`config.mk`:
```
export PLATFORM = sky130hd
export DESIGN_NAME = mips_interlock_ctrl
export DESIGN_NICKNAME = d
export VERILOG_FILES = /design/src/rtl/mips_interlock_ctrl.sv
export SDC_FILE = /design/constraint.sdc
export NUM_CORES = 1
export LEC_CHECK = 0
export CAP_MARGIN = 20
export CORE_UTILIZATION = 30
export CTS_BUF_LIST = sky130_fd_sc_hd__clkbuf_4 sky130_fd_sc_hd__clkbuf_8
export CTS_CLUSTER_DIAMETER = 60
export DETAILED_ROUTE_END_ITERATION = 8
export GPL_TIMING_DRIVEN = 0
export PLACE_DENSITY = 0.5
export SYNTH_ARGS = -nofsm -noshare
export SYNTH_HDL_FRONTEND = slang
export SYNTH_SLANG_ARGS = --single-unit
```
`constraint.sdc`:
```
create_clock -name clk1 -period 3.1 [get_ports clk1]
set_input_delay 0.465 -clock clk1 [delete_from_list [all_inputs] [get_ports clk1]]
set_output_delay 0.465 -clock clk1 [all_outputs]
set_load 0.01 [all_outputs]
```
`src/rtl/mips_interlock_ctrl.sv`:
```
// Scoreboard issue controller between ID and EX. It stalls reads of registers that are
// still being written and sequences HLT through a drain phase into a sticky halted state.
module mips_interlock_ctrl #(
    parameter int NREGS  = 32,
    parameter int RA_W   = 5,
    parameter int WB_LAT = 3,
    parameter int CNT_W  = 16
) (
    input  logic             clk1,
    input  logic             rst,
    input  logic             id_valid,
    input  logic [RA_W-1:0]  id_rs,
    input  logic [RA_W-1:0]  id_rt,
    input  logic             id_use_rs,
    input  logic             id_use_rt,
    input  logic             id_wr_en,
    input  logic [RA_W-1:0]  id_rd,
    input  logic             id_halt,
    input  logic             flush,
    output logic             id_issue,
    output logic             stall,
    output logic             draining,
    output logic             halted,
    output logic [CNT_W-1:0] stall_count
);

    localparam int SB_W = $clog2(WB_LAT + 1);
    localparam logic [SB_W-1:0] LAT = SB_W'(WB_LAT);

    typedef enum logic [1:0] {RUN, DRAIN, HALTED} state_t;

    state_t          state, state_next;
    logic [SB_W-1:0] drain_cnt, drain_next;
    logic [SB_W-1:0] sb [NREGS];
    logic            rs_busy, rt_busy, hazard, run;

    assign rs_busy  = id_use_rs && (id_rs != '0) && (sb[id_rs] != '0);
    assign rt_busy  = id_use_rt && (id_rt != '0) && (sb[id_rt] != '0);
    assign hazard   = rs_busy || rt_busy;
    assign run      = (state == RUN);
    assign id_issue = id_valid && !flush && !hazard && run;
    assign stall    = id_valid && !flush && hazard && run;
    assign draining = (state == DRAIN);
    assign halted   = (state == HALTED);

    // A fresh write load takes priority over the per-cycle countdown; R0 never goes busy.
    always_ff @(posedge clk1 or posedge rst) begin
        if (rst) begin
            for (int i = 0; i < NREGS; i++) sb[i] <= '0;
        end else begin
            sb[0] <= '0;
            for (int i = 1; i < NREGS; i++) begin
                if (id_issue && id_wr_en && (id_rd == RA_W'(i)))
                    sb[i] <= LAT;
                else if (sb[i] != '0)
                    sb[i] <= sb[i] - 1'b1;
            end
        end
    end

    always_ff @(posedge clk1 or posedge rst) begin
        if (rst) begin
            state       <= RUN;
            drain_cnt   <= '0;
            stall_count <= '0;
        end else begin
            state     <= state_next;
            drain_cnt <= drain_next;
            if (stall && (stall_count != '1))
                stall_count <= stall_count + 1'b1;
        end
    end

    // The drain phase lasts WB_LAT cycles: leave it on the edge where the counter would reach 0.
    always_comb begin
        state_next = state;
        drain_next = drain_cnt;
        case (state)
            RUN: begin
                if (id_issue && id_halt) begin
                    state_next = DRAIN;
                    drain_next = LAT;
                end
            end
            DRAIN: begin
                if (flush) begin
                    state_next = RUN;
                    drain_next = '0;
                end else if (drain_cnt <= SB_W'(1)) begin
                    state_next = HALTED;
                    drain_next = '0;
                end else begin
                    drain_next = drain_cnt - 1'b1;
                end
            end
            HALTED: begin
                state_next = HALTED;
            end
            default: begin
                state_next = RUN;
                drain_next = '0;
            end
        endcase
    end

endmodule

```
==> impl_results.md <==
* Worst slew pin tran at 0.728 ns
* Drt pass-1 iters at 4
* Critical Path RT at 2.63 ns
* Die width at 133 um
* Ant diodes at 0
* Met3 global-route usage at 3.95%
* Busiest grt layer: met2
* Clk_skew at 0.00996 ns
* Met2 Track Usage GR at 26.1%
* Vias in the first global route at 4,232
* Via density at 5.04
* Final Cell Area at 6110 um^2
* Post-route ant nets at 0
* Final WS setup at 0.146 ns
* Slew HR at 51.5%
* # fillers at 1,687
* Crit path arrival time at 2.49 ns
* Distinct cells, synth at 43
* Setup crit start kind: flop
* Starting Density at 30.9%
* Yosys warning count at 0
* P&R area growth vs syn at 18.8%
* Leakage power at 0.00274 uW
* Hpwl dp at 9390 um
* Met1 global-route usage at 21.0%
* Gr ovfl total at 0
* Die area at 17,700 um^2
* RR Startpoint: sb[18]$_DFFE_PP0P_
* Port Buf Inserts at 37
* Place WS at -0.870 ns
* Dpl cell area at 5810 um^2
* Final Net Count at 640
* Register Area at 2050 um^2
* Critical path class: reg -> out
* Routability cong. at 0.812
* Max IR drop VDD at 0.000341 V
* Mapped Avg Cell Area at 9.72 um^2
* Io pins at 43
* Syn Nets at 584
* Initial antenna violation count at 0
* Max_cap viols at 0
* Synthesized flop and latch total at 82
* Root Driver: clkbuf_8
* Clk Latency, worst-skew pair at 0.37 ns
* CTS sink count at 82
* Synth Instances at 529
* Layout cells sized above 1 at 14.6%
* Worst Path Max Fanout at 10
* Core Rows at 47
* Routed len/inst at 16.4 um
* DR iter-0 viols at 189
* RSZ-0062 raised after global routing: no
* Min-Delay Path Class: reg -> reg
* Gr usage total at 16.1%
* Largest net degree at the start of global routing at 48
* TritonCTS clock tree: done
* DR vias at 4,076
* Final hold vios at 0
* Clock-pin slew on the worst setup and hold paths at 0.09 ns
* Synthesized area at 5140 um^2
* CTS Buffer Depth at 2
* Total wire length at 13,200 um
* Drt drc at 0
* Outcome: finished clean
* Max Slew Vio Count at 0
* Final Setup Violations at 0
* Post-synthesis sequential area ratio at 39.9%
* Total power at 5680 uW
* Period minus WS final at 2.95 ns
* Crit path from: sb[33]$_DFFE_PP0P_
* Worst reg2reg setup slack at 0.57 ns
* Core area at 16,600 um^2
* Most common cell after layout, fill and taps aside: dfrtp_1
* PD cells at 929 nW/um^2
* First-pass GRT wire length at 21,900 um
* Area of the multi-input gates at 2710 um^2
* Period utilization at 95.3%
* Crit. End Element: primary output
* Num CTS Buffers at 9
* Most frequent cells in the layout: dfrtp_1, inv_1, o31ai_1
* Number of H-tree levels at 3
* R2R Path End: sb[57]$_DFFE_PP0P_
* CP Capture Point: stall
* FMAX at 338 MHz
* Die height at 133 um
* Worst reg-to-reg path cell count at 10
[power breakdown]
| group | switching (uW) | internal (uW) |
|---|---|---|
| registers | 425 | 1590 |
| clock network | 400 | 417 |
| logic | 1370 | 1470 |
| total | 2200 | 3480 |
[how the worst min path moves through the flow]
stage	start	endpoint	depth (start not counted)
after global placement	stall_count[8]$_DFFE_PP0P_	stall_count[8]$_DFFE_PP0P_	1
final	stall_count[8]$_DFFE_PP0P_	stall_count[8]$_DFFE_PP0P_	1
after CTS	stall_count[15]$_DFFE_PP0P_	stall_count[15]$_DFFE_PP0P_	1
after detailed placement	stall_count[15]$_DFFE_PP0P_	stall_count[15]$_DFFE_PP0P_	1
after floorplan	drain_cnt[1]$_DFFE_PP0P_	drain_cnt[1]$_DFFE_PP0P_	2
after global routing	stall_count[8]$_DFFE_PP0P_	stall_count[8]$_DFFE_PP0P_	1
[cells in the mapped netlist, drive strengths merged]
master,instances,area [um^2]
dfrtp,82,2050
inv,69,259
o31ai,64,480
xor2,43,377
nor2,36,135
ha,32,400
a21oi,28,140
nor3,26,130
mux2,23,259
buf,18,134
nand2,14,52.6
nand3,14,70.1
clkbuf,9,33.8
a211oi,7,52.6
nor4,7,75.1
a31oi,6,37.5
nand2b,6,40.0
o21ai,6,30.0
mux4,5,113
nor2b,5,31.3
a21o,3,22.5
nand3b,3,22.5
nor4b,3,26.3
xnor2,3,26.3
a2111oi,2,17.5
nand4,2,12.5
nor3b,2,15.0
o2111ai,2,17.5
o22a,2,26.3
a211o,1,8.76
a311oi,1,8.76
a41oi,1,8.76
and4,1,8.76
o22ai,1,6.26
or2,1,6.26
or4,1,7.51
[final cells by class]
cell class,instances,share of cell area (%)
plain buffers,26,2.89
clock buffers,12,2.60
clock inverters,2,0.614
inverters,69,4.28
multi-input cells,351,44.3
flip-flops and latches,82,33.6
well taps,220,4.51
repair buffers,46,7.23
[layer usage]
metal / up-vias / wire, um
met3: 18 / 635
met2: 99 / 6080
met4: 0 / 311
met5: - / 0
met1: 1979 / 6200
li1: 1980 / -
[worst max-delay path, stage by stage, from the launching register on]
cell,delay [ns]
dfrtp_1,0.37
nor2_2,0.06
mux4_2,0.46
mux2_2,0.28
o22a_1,0.18
o22a_4,0.22
buf_4,0.17
buf_6,0.15
nor2_1,0.09
buf_2,0.14
[flip-flops by register name, indices dropped and copies added (netlist names)]
name and count:
drain_cnt 2, sb 62, stall_count 16, state 2
[timing repair]
item / 4_1_cts / 5_1_grt
endpoints found under the setup margin: 2 / 2
resized for setup: 28 / 3
buffers inserted: 7 / 1
hold buffers: 0 / 0
pin swaps: 2 / 0
[stage by stage]
step                      hold slack (ns)  util, %  cells  TNS (ns)
final                               0.501     36.7    808         0
after global routing                0.520     36.7    808         0
after CTS                           0.506     36.6    807         0
after detailed placement            0.488     34.9    787    -14.21
after global placement              0.490     34.8    786    -96.22
after floorplan                     0.468        -    529         0
[logic make-up (layout without fill, tap and decap cells)]
family | Yosys count | after routing | synth area share (%)
multiplexers | 28 | 28 | 7.22
AO/OA/AOI/OAI | 124 | 124 | 16.7
flip-flops | 82 | 82 | 39.9
XOR/XNOR | 46 | 46 | 7.83
adder cells (fa/ha/maj) | 32 | 32 | 7.78
buffers and inverters | 96 | 155 | 8.29
AND/OR/NAND/NOR | 121 | 121 | 12.3
Power figures use the tool's default switching activity.
